`src/rtl/scaler_pkg.sv`:
```
// Shared definitions for the scaler output packer.
//   CLOG2          : ceiling log2, used for counter widths
//   state_e        : packer FSM encoding
//   LANE_W/BPW/KEEP_W : lane width, beats per word and byte-enable width
//                    for the default pixel/word geometry
package scaler_pkg;

   function automatic int CLOG2(input int value);
      int r;
      r = 0;
      while ((1 << r) < value) r++;
      return r;
   endfunction

   localparam int DEF_PIXEL_BITWIDTH = 8;
   localparam int DEF_PIXEL_NUM      = 1;
   localparam int DEF_OUT_BITWIDTH   = 64;

   localparam int LANE_W = DEF_PIXEL_BITWIDTH * DEF_PIXEL_NUM;
   localparam int BPW    = DEF_OUT_BITWIDTH / LANE_W;
   localparam int KEEP_W = DEF_OUT_BITWIDTH / 8;

   typedef enum logic [1:0] {
      ST_IDLE     = 2'd0,
      ST_WAIT_SOF = 2'd1,
      ST_RUN      = 2'd2,
      ST_FLUSH    = 2'd3
   } state_e;

endpackage

```
`src/rtl/scaler_vout_pack_if.sv`:
```
// Stream bundle around the packer: scaled pixel input (s_axis_*) and
// packed word output (m_axis_*).
//   slave  : packer side (consumes pixels, produces words)
//   master : environment side (produces pixels, consumes words)
interface scaler_vout_pack_if
   import scaler_pkg::*;
#(
   parameter int PIX_W = DEF_PIXEL_BITWIDTH * DEF_PIXEL_NUM,
   parameter int OUT_W = DEF_OUT_BITWIDTH
);
   logic                 s_axis_ready;
   logic                 s_axis_valid;
   logic [PIX_W-1:0]     s_axis_pixel;
   logic                 s_axis_sof;
   logic                 s_axis_eol;
   logic                 m_axis_tready;
   logic                 m_axis_tvalid;
   logic [OUT_W-1:0]     m_axis_tdata;
   logic [OUT_W/8-1:0]   m_axis_tkeep;
   logic                 m_axis_tuser;
   logic                 m_axis_tlast;

   modport slave (
      output s_axis_ready,
      input  s_axis_valid, s_axis_pixel, s_axis_sof, s_axis_eol,
      input  m_axis_tready,
      output m_axis_tvalid, m_axis_tdata, m_axis_tkeep, m_axis_tuser, m_axis_tlast
   );

   modport master (
      input  s_axis_ready,
      output s_axis_valid, s_axis_pixel, s_axis_sof, s_axis_eol,
      output m_axis_tready,
      input  m_axis_tvalid, m_axis_tdata, m_axis_tkeep, m_axis_tuser, m_axis_tlast
   );

endinterface

```
`src/rtl/scaler_pack_lane_acc.sv`:
```
// Lane accumulator: collects beats little-endian into one output word.
//   clk, rst_n    : clock, synchronous active-low reset
//   clr_i         : drop any partial word
//   beat_we_i     : beat accepted, write beat_data_i into lane[idx]
//   force_emit_i  : close the word early (line end)
//   word_emit_o   : word complete on this beat
//   word_data_o   : word including the current beat, unwritten lanes zero
//   word_keep_o   : byte enables of the written lanes
module scaler_pack_lane_acc
   import scaler_pkg::*;
#(
   parameter int LANE_BITS = LANE_W,
   parameter int BEATS     = BPW,
   parameter int OUT_BITS  = DEF_OUT_BITWIDTH
)(
   input  logic                  clk,
   input  logic                  rst_n,
   input  logic                  clr_i,
   input  logic                  beat_we_i,
   input  logic [LANE_BITS-1:0]  beat_data_i,
   input  logic                  force_emit_i,
   output logic                  word_emit_o,
   output logic [OUT_BITS-1:0]   word_data_o,
   output logic [OUT_BITS/8-1:0] word_keep_o
);
   localparam int LANE_KEEP = LANE_BITS / 8;
   localparam int IDX_W     = (BEATS > 1) ? CLOG2(BEATS) : 1;

   logic [IDX_W-1:0]      idx_q, idx_d;
   logic [OUT_BITS-1:0]   acc_q, acc_d;
   logic [OUT_BITS/8-1:0] keep_q, keep_d;

   // Current word with the incoming beat merged into its lane.
   always_comb begin
      word_data_o = acc_q;
      word_keep_o = keep_q;
      for (int l = 0; l < BEATS; l++) begin
         if (idx_q == IDX_W'(l)) begin
            word_data_o[l*LANE_BITS +: LANE_BITS] = beat_data_i;
            word_keep_o[l*LANE_KEEP +: LANE_KEEP] = '1;
         end
      end
      word_emit_o = beat_we_i & ((idx_q == IDX_W'(BEATS-1)) | force_emit_i);
   end

   // After an emit the accumulator restarts empty so a short word is zero padded.
   always_comb begin
      idx_d  = idx_q;
      acc_d  = acc_q;
      keep_d = keep_q;
      if (clr_i) begin
         idx_d  = '0;
         acc_d  = '0;
         keep_d = '0;
      end else if (beat_we_i) begin
         if (word_emit_o) begin
            idx_d  = '0;
            acc_d  = '0;
            keep_d = '0;
         end else begin
            idx_d  = idx_q + IDX_W'(1);
            acc_d  = word_data_o;
            keep_d = word_keep_o;
         end
      end
   end

   always_ff @(posedge clk) begin
      if (!rst_n) begin
         idx_q  <= '0;
         acc_q  <= '0;
         keep_q <= '0;
      end else begin
         idx_q  <= idx_d;
         acc_q  <= acc_d;
         keep_q <= keep_d;
      end
   end

endmodule

```
`src/rtl/scaler_vout_pack.sv`:
```
// Scaler output packer: packs the scaled pixel stream into frame-buffer
// words with keep/tuser/tlast and checks frame geometry.
//   m_clk, m_rst_n            : clock, synchronous active-low reset
//   m_start                   : arm for one frame (IDLE only)
//   arg_img_des_h/_v          : beats per line / lines per frame, 0 means 1
//   axis (slave)              : pixel input and packed word output streams
//   m_pack_done               : one-cycle pulse after the tlast word handshake
//   err_sof                   : sticky, beats discarded before sof or sof in frame
//   err_eol                   : sticky, eol disagreed with the programmed width
//
// state    | meaning
// IDLE     | not armed, input stalled
// WAIT_SOF | armed, non-sof beats are dropped
// RUN      | packing beats of the frame
// FLUSH    | tlast word waiting for its handshake
module scaler_vout_pack
   import scaler_pkg::*;
#(
   parameter int PIXEL_BITWIDTH = DEF_PIXEL_BITWIDTH,
   parameter int PIXEL_NUM      = DEF_PIXEL_NUM,
   parameter int OUT_BITWIDTH   = DEF_OUT_BITWIDTH,
   parameter int IMG_H_MAX      = 1920,
   parameter int IMG_V_MAX      = 1080,
   parameter int IMG_H_BITWIDTH = CLOG2(IMG_H_MAX),
   parameter int IMG_V_BITWIDTH = CLOG2(IMG_V_MAX)
)(
   input  logic                      m_clk,
   input  logic                      m_rst_n,
   input  logic                      m_start,
   input  logic [IMG_H_BITWIDTH-1:0] arg_img_des_h,
   input  logic [IMG_V_BITWIDTH-1:0] arg_img_des_v,
   scaler_vout_pack_if.slave         axis,
   output logic                      m_pack_done,
   output logic                      err_sof,
   output logic                      err_eol
);
   localparam int LANE_BITS = PIXEL_BITWIDTH * PIXEL_NUM;
   localparam int BEATS     = OUT_BITWIDTH / LANE_BITS;
   localparam int KEEP_BITS = OUT_BITWIDTH / 8;

   state_e                    state_q, state_d;
   logic [IMG_H_BITWIDTH-1:0] h_q, h_d, col_q, col_d;
   logic [IMG_V_BITWIDTH-1:0] v_q, v_d, row_q, row_d;
   logic                      first_q, first_d;
   logic                      err_sof_q, err_sof_d, err_eol_q, err_eol_d;
   logic                      done_q, done_d;
   logic                      tvalid_q, tvalid_d, tuser_q, tuser_d, tlast_q, tlast_d;
   logic [OUT_BITWIDTH-1:0]   tdata_q, tdata_d;
   logic [KEEP_BITS-1:0]      tkeep_q, tkeep_d;

   logic                      s_ready, beat_acc, beat_we, sof_take;
   logic                      h_end, line_end, frame_end;
   logic                      word_emit;
   logic [OUT_BITWIDTH-1:0]   word_data;
   logic [KEEP_BITS-1:0]      word_keep;

   // Every accepted beat is gated by output-register space, so a word can
   // always be registered on the beat that completes it.
   assign s_ready   = ((state_q == ST_WAIT_SOF) | (state_q == ST_RUN)) &
                      (!tvalid_q | axis.m_axis_tready);
   assign beat_acc  = axis.s_axis_valid & s_ready;
   assign sof_take  = beat_acc & (state_q == ST_WAIT_SOF) & axis.s_axis_sof;
   assign beat_we   = sof_take | (beat_acc & (state_q == ST_RUN));
   assign h_end     = (col_q == h_q - IMG_H_BITWIDTH'(1));
   assign line_end  = beat_we & (axis.s_axis_eol | h_end);
   assign frame_end = line_end & (row_q == v_q - IMG_V_BITWIDTH'(1));

   scaler_pack_lane_acc #(
      .LANE_BITS (LANE_BITS),
      .BEATS     (BEATS),
      .OUT_BITS  (OUT_BITWIDTH)
   ) u_lane_acc (
      .clk          (m_clk),
      .rst_n        (m_rst_n),
      .clr_i        (state_q == ST_IDLE),
      .beat_we_i    (beat_we),
      .beat_data_i  (axis.s_axis_pixel),
      .force_emit_i (line_end),
      .word_emit_o  (word_emit),
      .word_data_o  (word_data),
      .word_keep_o  (word_keep)
   );

   always_comb begin
      state_d   = state_q;
      h_d       = h_q;
      v_d       = v_q;
      col_d     = col_q;
      row_d     = row_q;
      first_d   = first_q;
      err_sof_d = err_sof_q;
      err_eol_d = err_eol_q;
      done_d    = 1'b0;
      tvalid_d  = tvalid_q;
      tdata_d   = tdata_q;
      tkeep_d   = tkeep_q;
      tuser_d   = tuser_q;
      tlast_d   = tlast_q;

      case (state_q)
         ST_IDLE: begin
            if (m_start) begin
               h_d       = (arg_img_des_h == '0) ? IMG_H_BITWIDTH'(1) : arg_img_des_h;
               v_d       = (arg_img_des_v == '0) ? IMG_V_BITWIDTH'(1) : arg_img_des_v;
               col_d     = '0;
               row_d     = '0;
               first_d   = 1'b0;
               err_sof_d = 1'b0;
               err_eol_d = 1'b0;
               state_d   = ST_WAIT_SOF;
            end
         end
         ST_WAIT_SOF: begin
            if (beat_acc) begin
               if (axis.s_axis_sof) state_d   = ST_RUN;
               else                 err_sof_d = 1'b1;
            end
         end
         ST_RUN: begin
            if (beat_acc && axis.s_axis_sof) err_sof_d = 1'b1;
         end
         ST_FLUSH: begin
            if (tvalid_q && axis.m_axis_tready && tlast_q) begin
               done_d  = 1'b1;
               state_d = ST_IDLE;
            end
         end
         default: state_d = ST_IDLE;
      endcase

      // The line closes on whichever of eol / programmed width comes first.
      if (beat_we) begin
         if (axis.s_axis_eol != h_end) err_eol_d = 1'b1;
         if (line_end) begin
            col_d = '0;
            row_d = row_q + IMG_V_BITWIDTH'(1);
         end else begin
            col_d = col_q + IMG_H_BITWIDTH'(1);
         end
         if (frame_end) state_d = ST_FLUSH;
      end

      if (word_emit) begin
         tvalid_d = 1'b1;
         tdata_d  = word_data;
         tkeep_d  = word_keep;
         tuser_d  = first_q | sof_take;
         tlast_d  = frame_end;
         first_d  = 1'b0;
      end else begin
         if (axis.m_axis_tready) tvalid_d = 1'b0;
         if (sof_take)           first_d  = 1'b1;
      end
   end

   always_ff @(posedge m_clk) begin
      if (!m_rst_n) begin
         state_q   <= ST_IDLE;
         h_q       <= '0;
         v_q       <= '0;
         col_q     <= '0;
         row_q     <= '0;
         first_q   <= 1'b0;
         err_sof_q <= 1'b0;
         err_eol_q <= 1'b0;
         done_q    <= 1'b0;
         tvalid_q  <= 1'b0;
         tdata_q   <= '0;
         tkeep_q   <= '0;
         tuser_q   <= 1'b0;
         tlast_q   <= 1'b0;
      end else begin
         state_q   <= state_d;
         h_q       <= h_d;
         v_q       <= v_d;
         col_q     <= col_d;
         row_q     <= row_d;
         first_q   <= first_d;
         err_sof_q <= err_sof_d;
         err_eol_q <= err_eol_d;
         done_q    <= done_d;
         tvalid_q  <= tvalid_d;
         tdata_q   <= tdata_d;
         tkeep_q   <= tkeep_d;
         tuser_q   <= tuser_d;
         tlast_q   <= tlast_d;
      end
   end

   assign axis.s_axis_ready  = s_ready;
   assign axis.m_axis_tvalid = tvalid_q;
   assign axis.m_axis_tdata  = tdata_q;
   assign axis.m_axis_tkeep  = tkeep_q;
   assign axis.m_axis_tuser  = tuser_q;
   assign axis.m_axis_tlast  = tlast_q;
   assign m_pack_done        = done_q;
   assign err_sof            = err_sof_q;
   assign err_eol            = err_eol_q;

endmodule

```
`src/flat_wrapper.sv`:
```
// flat-port wrapper written by rule: the top's interface ports become plain ports
module scaler_vout_pack_flat import scaler_pkg::*;
#(
   parameter int PIXEL_BITWIDTH = DEF_PIXEL_BITWIDTH,
   parameter int PIXEL_NUM      = DEF_PIXEL_NUM,
   parameter int OUT_BITWIDTH   = DEF_OUT_BITWIDTH,
   parameter int IMG_H_MAX      = 1920,
   parameter int IMG_V_MAX      = 1080,
   parameter int IMG_H_BITWIDTH = CLOG2(IMG_H_MAX),
   parameter int IMG_V_BITWIDTH = CLOG2(IMG_V_MAX)
)
  (m_clk, m_rst_n, m_start, arg_img_des_h, arg_img_des_v, m_pack_done, err_sof, err_eol, axis_s_axis_ready, axis_s_axis_valid, axis_s_axis_pixel, axis_s_axis_sof, axis_s_axis_eol, axis_m_axis_tready, axis_m_axis_tvalid, axis_m_axis_tdata, axis_m_axis_tkeep, axis_m_axis_tuser, axis_m_axis_tlast);
  scaler_vout_pack_if #(.PIX_W(8), .OUT_W(64)) axis_i ();
  input  logic m_clk;
  input  logic m_rst_n;
  input  logic m_start;
  input  logic [IMG_H_BITWIDTH-1:0] arg_img_des_h;
  input  logic [IMG_V_BITWIDTH-1:0] arg_img_des_v;
  output logic m_pack_done;
  output logic err_sof;
  output logic err_eol;
  output wire logic [$bits(axis_i.s_axis_ready)-1:0] axis_s_axis_ready;
  input wire logic [$bits(axis_i.s_axis_valid)-1:0] axis_s_axis_valid;
  input wire logic [$bits(axis_i.s_axis_pixel)-1:0] axis_s_axis_pixel;
  input wire logic [$bits(axis_i.s_axis_sof)-1:0] axis_s_axis_sof;
  input wire logic [$bits(axis_i.s_axis_eol)-1:0] axis_s_axis_eol;
  input wire logic [$bits(axis_i.m_axis_tready)-1:0] axis_m_axis_tready;
  output wire logic [$bits(axis_i.m_axis_tvalid)-1:0] axis_m_axis_tvalid;
  output wire logic [$bits(axis_i.m_axis_tdata)-1:0] axis_m_axis_tdata;
  output wire logic [$bits(axis_i.m_axis_tkeep)-1:0] axis_m_axis_tkeep;
  output wire logic [$bits(axis_i.m_axis_tuser)-1:0] axis_m_axis_tuser;
  output wire logic [$bits(axis_i.m_axis_tlast)-1:0] axis_m_axis_tlast;
  assign axis_s_axis_ready = axis_i.s_axis_ready;
  assign axis_i.s_axis_valid = axis_s_axis_valid;
  assign axis_i.s_axis_pixel = axis_s_axis_pixel;
  assign axis_i.s_axis_sof = axis_s_axis_sof;
  assign axis_i.s_axis_eol = axis_s_axis_eol;
  assign axis_i.m_axis_tready = axis_m_axis_tready;
  assign axis_m_axis_tvalid = axis_i.m_axis_tvalid;
  assign axis_m_axis_tdata = axis_i.m_axis_tdata;
  assign axis_m_axis_tkeep = axis_i.m_axis_tkeep;
  assign axis_m_axis_tuser = axis_i.m_axis_tuser;
  assign axis_m_axis_tlast = axis_i.m_axis_tlast;
  scaler_vout_pack #(.PIXEL_BITWIDTH(PIXEL_BITWIDTH), .PIXEL_NUM(PIXEL_NUM), .OUT_BITWIDTH(OUT_BITWIDTH), .IMG_H_MAX(IMG_H_MAX), .IMG_V_MAX(IMG_V_MAX), .IMG_H_BITWIDTH(IMG_H_BITWIDTH), .IMG_V_BITWIDTH(IMG_V_BITWIDTH)) u_core (.m_clk(m_clk), .m_rst_n(m_rst_n), .m_start(m_start), .arg_img_des_h(arg_img_des_h), .arg_img_des_v(arg_img_des_v), .axis(axis_i), .m_pack_done(m_pack_done), .err_sof(err_sof), .err_eol(err_eol));
endmodule
```
`config.mk`:
```
export PLATFORM = sky130hd
export DESIGN_NAME = scaler_vout_pack_flat
export DESIGN_NICKNAME = d
export VERILOG_FILES = /design/src/rtl/scaler_pkg.sv /design/src/rtl/scaler_vout_pack_if.sv /design/src/rtl/scaler_pack_lane_acc.sv /design/src/rtl/scaler_vout_pack.sv /design/src/flat_wrapper.sv
export SDC_FILE = /design/constraint.sdc
export NUM_CORES = 1
export LEC_CHECK = 0
export ABC_AREA = 1
export CAP_MARGIN = 20
export CORE_ASPECT_RATIO = 1.2
export CORE_UTILIZATION = 35
export CTS_BUF_LIST = sky130_fd_sc_hd__clkbuf_8
export DETAILED_ROUTE_END_ITERATION = 8
export GPL_TIMING_DRIVEN = 0
export SYNTH_ARGS = -nofsm -noshare
export SYNTH_HDL_FRONTEND = slang
export SYNTH_SLANG_ARGS = --single-unit
```
`constraint.sdc`:
```
create_clock -name m_clk -period 3.25 [get_ports m_clk]
set_clock_uncertainty 0.1 [all_clocks]
set_input_delay 0.325 -clock m_clk [delete_from_list [all_inputs] [get_ports m_clk]]
set_output_delay 0.325 -clock m_clk [all_outputs]
set_load 0.05 [all_outputs]
```
==> metrics.md <==
| Metric | Value |
|---|---|
| Outcome | completed |
| Full die area | 26200 sq um |
| Worst-Margin Slew | 0.884 ns |
| Detailed-router iteration count before antenna repair | 5 |
| Synth unique cells | 33 |
| Die Y | 177 microns |
| Port Buf Inserts | 115 |
| Mux contribution to synthesized area | 0% |
| Num rows | 63 |
| Critical Path AT | 3.22 ns |
| GRT overflow | 0 |
| Family with the most delay on the worst path | buffers and inverters |
| Mapped Cells | 1241 |
| Initial Utilization | 35.9% |
| Relative slew slack | 40.9% |
| PD cells | 421 nW/um^2 |
| Antenna-violating nets left | 0 |
| Worst Slack Setup Final | 0.271 ns |
| Die Wd | 148 microns |
| CORE AREA | 24900 sq um |
| Ys Warns | 0 |
| Crit path max fanout | 10 |
| Via count | 8546 |
| Worst slack, placed | -0.208 ns |
| Peak VDD IR | 0.223 mV |
| Post-Synth Simple-Gate Area | 23.2% |
| Max-slew violations | 0 |
| Fin Setup TNS | 0 ns |
| Multi-input logic area | 4220 sq um |
| Top_reg_cell synth | dfxtp_1 |
| Initial DRC Count | 473 |
| Critical path buffers and inverters | 7 |
| Number of CTS-inserted buffers | 17 |
| Syn Area/Cell | 7.21 sq um |
| Antenna Cells | 0 |
| Vias per inst | 4.99 |
| Clock transition at the registers of the reported paths | 0.10 ns |
| Largest net degree at the start of global routing | 17 |
| Routed len/inst | 15.6 microns |
| Final #Nets | 1428 |
| DRC | 0 |
| Min Hold Slack | 0.336 ns |
| Final Hold Fails | 0 |
| Hold/Removal Path Class | flip-flop to flip-flop |
| Clk sink count | 200 |
| Placed wire-length estimate | 19600 microns |
| CTS tree | done |
| Cell Chain, Critical Path | inv_1 -> ha_2 -> nand3_2 -> nor2_2 -> nand2_1 -> xor2_1 -> inv_1 -> nor2_1 -> nand3_1 -> ha_2 -> inv_2 -> nor2_1 -> inv_1 -> buf_6 -> buf_2 -> clkbuf_2 -> a21oi_1 |
| CP Launch Type | flip-flop |
| Setup violations, final | 0 |
| Critical path class | flip-flop to flip-flop |
| Post-synth ARST share | 0% |
| Worst Path Required | 3.49 ns |
| Area growth syn-to-layout | 21.9% |
| Initial antenna violation count | 0 |
| Seq/Total Area, Yosys | 44.8% |
| CP max stage delay | 0.37 ns |
| Post-synthesis adder-cell area fraction | 2.10% |
| Complex-gate fraction of the synthesized area | 19.8% |
| Critical Path Slowest Stage Cell | dfxtp_4 |
| Root buffer cell | clkbuf_8 |
| First-pass GRT wire length | 42300 microns |
| Maximum root-to-sink buffer count | 2 |
| H-tree lvl count | 4 |
| Syn_nets | 1293 |
| Clk_lat worst skew | 0.46 ns |
| Final min period | 2.98 ns |
| Synth Area in XOR/XNOR | 1.86% |
| Final worst-path cycle share | 91.7% |
| Drt total wl | 26600 microns |
| FILL cells | 2660 |
| Ports | 116 |
| Lkg Pwr | 4.17 nW |
| Synth top area cells | dfxtp_1 45%, nor2_1 8.9%, o21ai_0 8.6% |
| Worst Setup End Kind | flip-flop |
| GP Congestion | 0.897 |
| Max_cap viols | 0 |
| Tot GR Track Use | 20.8% |
| Layout cells sized above 1 | 6.06% |
| Max frequency | 0.336 GHz |
| EDFF count, synth | 0 |
| RSZ-0062 raised after global routing | true |
| Flip-flop and latch area | 4010 sq um |
| Vias in the first global route | 8119 |
| Largest family of logic cells by synthesized area | simple AND/OR/NAND/NOR gates |
| Mapped cell area | 8950 sq um |
| Cell area after layout | 10900 sq um |
| Placed cell area | 10500 sq um |
| Seq cells post-synth | 200 |
| Post-synth top area share | 44.8% |
| Cell mode on critical path | inv_1 |
| Area leader, netlist | dfxtp_1 |
[path summary, 6_finish.rpt]
| path | slack, ns | to | depth (start not counted) | startpoint |
|---|---|---|---|---|
| worst max-delay path | 0.27 | u_core.axis.m_axis_tdata[53] | 17 | u_core.h_q[0] |
| worst min-delay path | 0.34 | u_core.u_lane_acc.acc_q[62] | 2 | u_core.u_lane_acc.acc_q[62] |
| worst max register to register | 0.27 | u_core.axis.m_axis_tdata[53] | 17 | u_core.h_q[0] |
| worst min register to register | 0.34 | u_core.u_lane_acc.acc_q[62] | 2 | u_core.u_lane_acc.acc_q[62] |
[cell type report]
| class | count | area share [%] |
|---|---|---|
| clock inverter | 12 | 0.964 |
| tap | 325 | 3.73 |
| inverter | 107 | 3.73 |
| clock buffer | 17 | 2.15 |
| sequential | 200 | 36.8 |
| buffer | 72 | 3.35 |
| timing repair buffer | 116 | 10.6 |
| multi-input combinational | 862 | 38.7 |
[per-layer routing]
metal  up-vias  global-route usage, %  share of wire [%]
met5         -                      0                  0
met4         0                   5.71                1.6
met3        30                   3.30                4.9
met2       222                   37.5                 50
met1      3937                   25.3                 44
li1       4357                      -                  -
[sequential cells by signal (all words and copies together) (netlist names), 2 cells and up]
signal	flops
u_core.h_q	11
u_core.row_q	11
u_core.u_lane_acc.acc_q	64
u_core.u_lane_acc.idx_q	3
u_core.u_lane_acc.keep_q	8
u_core.state_q	2
u_core.axis.m_axis_tkeep	8
u_core.col_q	11
u_core.axis.m_axis_tdata	64
u_core.v_q	11
[tightest hold or removal path: cells and delay by family, from the launching register on]
family                 cells  cell delay [ns]
DFF                        1             0.31
buffers and inverters      1             0.05
and+or+nand+nor            1             0.04
[power breakdown]
part	switching [W]	internal (W)	total, W
clock	0.000875	0.000595	0.00147
sequential	0.0000357	0.00249	0.00253
combinational	0.000386	0.000206	0.000592
total	0.00130	0.00329	0.00459
[logic make-up after synthesis]
logic type	Yosys count
adders and majority gates	15
xor gates and xnor gates	19
DFF	200
AOI/OAI and AO/OA	322
and+or+nand+nor	506
buffers and inverters	179
[placed cells by master, fill, tap and decap left out, types with 4 or more instances in the layout]
cell type and n:
dfxtp_1 199, a211oi_1 52, inv_1 103, buf_4 5
o21ai_1 7, nor4_1 4, inv_2 5, nor3_1 37
a21oi_1 104, a31oi_1 6, buf_6 5, o21ai_0 148
clkbuf_8 17, nor2_1 211, o211a_1 5, nand3_1 40
xnor2_1 5, xor2_1 14, inv_6 5, clkbuf_1 33
clkdlybuf4s50_1 115, buf_2 22, nand2_1 197, ha_1 13
[synthesized netlist by cell type (2+ instances only)]
library cell  number
nor2_2             2
o21ai_0          153
clkbuf_1          36
a21oi_1          104
buf_6              2
buf_1              2
buf_2             29
nand3_1           41
xnor2_1            5
nand3b_1           3
nor2_1           212
nand2_1          197
inv_1            102
xor2_1            14
nor4_1             4
nand4_1            3
nor3_1            37
o211a_1            5
ha_1              15
a211oi_1          52
o21ai_1            2
inv_2              4
a31oi_1            6
buf_4              3
dfxtp_1          200
[through the flow]
stage               util (%)  power, W  std cells
global placement        42.2   0.00316       1681
CTS                     43.6   0.00462       1710
detailed placement      42.2   0.00316       1681
global route            43.8   0.00481       1711
floorplan                  -   0.00296       1241
finish                  43.8   0.00459       1711
[what timing repair did]
item	4_1_cts	5_1_grt
buffers inserted	0	1
hold buffers	0	0
endpoints found under the setup margin	88	138
pin swaps	0	0
gates resized for setup	6	22
Power figures use the tool's default switching activity.
==> RTL edit (same flow settings) <==
Register the output `err_eol` once more; this adds one clock of latency there. The other outputs are not delayed to match.
--- a/src/rtl/scaler_vout_pack.sv
+++ b/src/rtl/scaler_vout_pack.sv
@@ -195,7 +195,9 @@
    assign axis.m_axis_tlast  = tlast_q;
    assign m_pack_done        = done_q;
    assign err_sof            = err_sof_q;
-   assign err_eol            = err_eol_q;
+   always_ff @(posedge m_clk) begin
+      err_eol <= err_eol_q;
+   end
 
 endmodule
 
Behaviour: not the same (a bounded check fails within 4 cycles, from zero or initial values and one cycle with m_rst_n low).
==> RTL edit against the original RTL <==
- setup slack worse by 0.097 ns
- design area is 4.1% higher
- sequential cell count is 1 higher
- routed wire length is 1.8% higher
- synthesized cell count hardly changed
- worst hold slack worse by 0.063 ns
- critical endpoint is now u_core.axis.m_axis_tdata[55]$_SDFFE_PN0P_
- area after synthesis is 0.22% higher
- fmax is 3.2% lower
- total power is 22% higher
- critical path type unchanged
- first-iteration DRC count is 3.2% higher
- combinational power hardly changed
- sequential share of layout area is 1.3 points lower
==> RTL edit: results (changes against the original RTL) <==
Placed design
  – RD Place Congestion: 0.902 (+0.64%)
  – Hpwl dp: 19500 µm (-0.68%)
  – Dpl ws: -0.229 ns (-0.0211 ns)
  – Post-DP Area: 10500 µm² (+0.19%)

Hold path
  – Hold path start: u_core.err_eol_q$_SDFF_PN0_
  – Hold Path Stages: 0 (-2)
  – Hold EP: u_core.err_eol$_DFF_P_

Synthesis
  – Post-synthesis xor/xnor area fraction: 0.0186 (-0.0000415)
  – Mapped Cells: 1242 (+0.081%)
  – Synth area leaders: dfxtp_1 (45%), nor2_1 (8.9%), o21ai_0 (8.5%)
  – Mapped Nets: 1294 (+0.077%)
  – Synth Area in Adders: 0.0209 (-0.0000468)
  – Register area share after synthesis: 0.449 (+0.00123)
  – Post-synth top cells: nor2_1 (212), dfxtp_1 (201), nand2_1 (197), o21ai_0 (153), a21oi_1 (104)
  – Compound-Gate Fraction of Synth Area: 0.198 (-0.000443)

Critical path
  – Termination of the worst setup path: u_core.axis.m_axis_tdata[55]$_SDFFE_PN0P_
  – Slowest cell on crit path: dfxtp_2
  – R2R cell count: 19 (+2)
  – CP top delay family: simple AND/OR/NAND/NOR gates
  – Critical Path AT: 3.35 ns (+0.13 ns)

Clock network
  – Clock tree buffer depth: 3 (+1)
  – CTS Buf Count: 36 (+19)
  – Skew-Pair Late Insertion Delay: 0.55 ns (+0.09 ns)
  – Clk slew on worst S/H paths: 0.06 ns (-0.04 ns)

Layout
  – Nets@finish: 1448 (+1.4%)
  – Post-route insts no fill: 1746 (+2.0%)

Global routing
  – Vias in the first global route: 8256 (+1.7%)
  – Met1 Resource Use GR: 0.251 (-0.00168)
  – First-pass GRT wire length: 42700 µm (+0.82%)
  – M3 GR Usage: 0.0360 (+0.00300)
  – Tot GR Track Use: 0.207 (-0.00115)
  – GR Util met2: 0.364 (-0.0110)
  – Largest net degree at the start of global routing: 11 (-6)

Power
  – Worst vdd ir: 0.355 mV (+59%)
  – Lkg Pwr: 4.44 nW (+6.5%)

Drt
  – Initial drt markers: 488 (+3.2%)
  – First-pass detailed-route iteration total: 5 (unchanged)
  – Vias per cell: 4.98 (-0.25%)
  – Drt wl/cell: 15.5 µm (-0.29%)

Timing
  – Hold Slack: 0.274 ns (-0.0625 ns)
  – Worst-Margin Slew: 0.881 ns (-0.00267 ns)
  – FMAX: 0.325 GHz (-3.2%)

Run status
  – Status: complete, no violations
[RTL edit: area by class of cell]
class / count / area (µm²)
fill: 2626 / 13600
timing repair buffer: 116 / 1160
clock inverter: 16 / 104
tap: 325 / 407
multi-input combinational: 862 / 4220
sequential: 201 / 4030
clock buffer: 47 / 647
inverter: 107 / 409
buffer: 72 / 379
[RTL edit: cell families after synthesis]
kind of cell	after synthesis
flops	201
fa+ha+maj	15
compound gates	322
xor+xnor	19
buf+inv	179
simple gates	506
[RTL edit: timing repair]
item,CTS,global route
resized for setup,7,25
pin swaps,0,1
gates cloned,0,0
endpoints found under the setup margin,90,127
buffers inserted,0,1
[RTL edit: per-layer routing]
metal | vias to the layer above | part of all wire
met5 | - | 0
li1 | 4413 | -
met4 | 0 | 0.022
met2 | 223 | 0.49
met1 | 4022 | 0.44
met3 | 41 | 0.051
[RTL edit: where the power goes]
group	total [mW]	switching [mW]	internal, mW
clock	2.45	1.07	1.38
sequential	2.54	0.0357	2.51
combinational	0.591	0.386	0.205
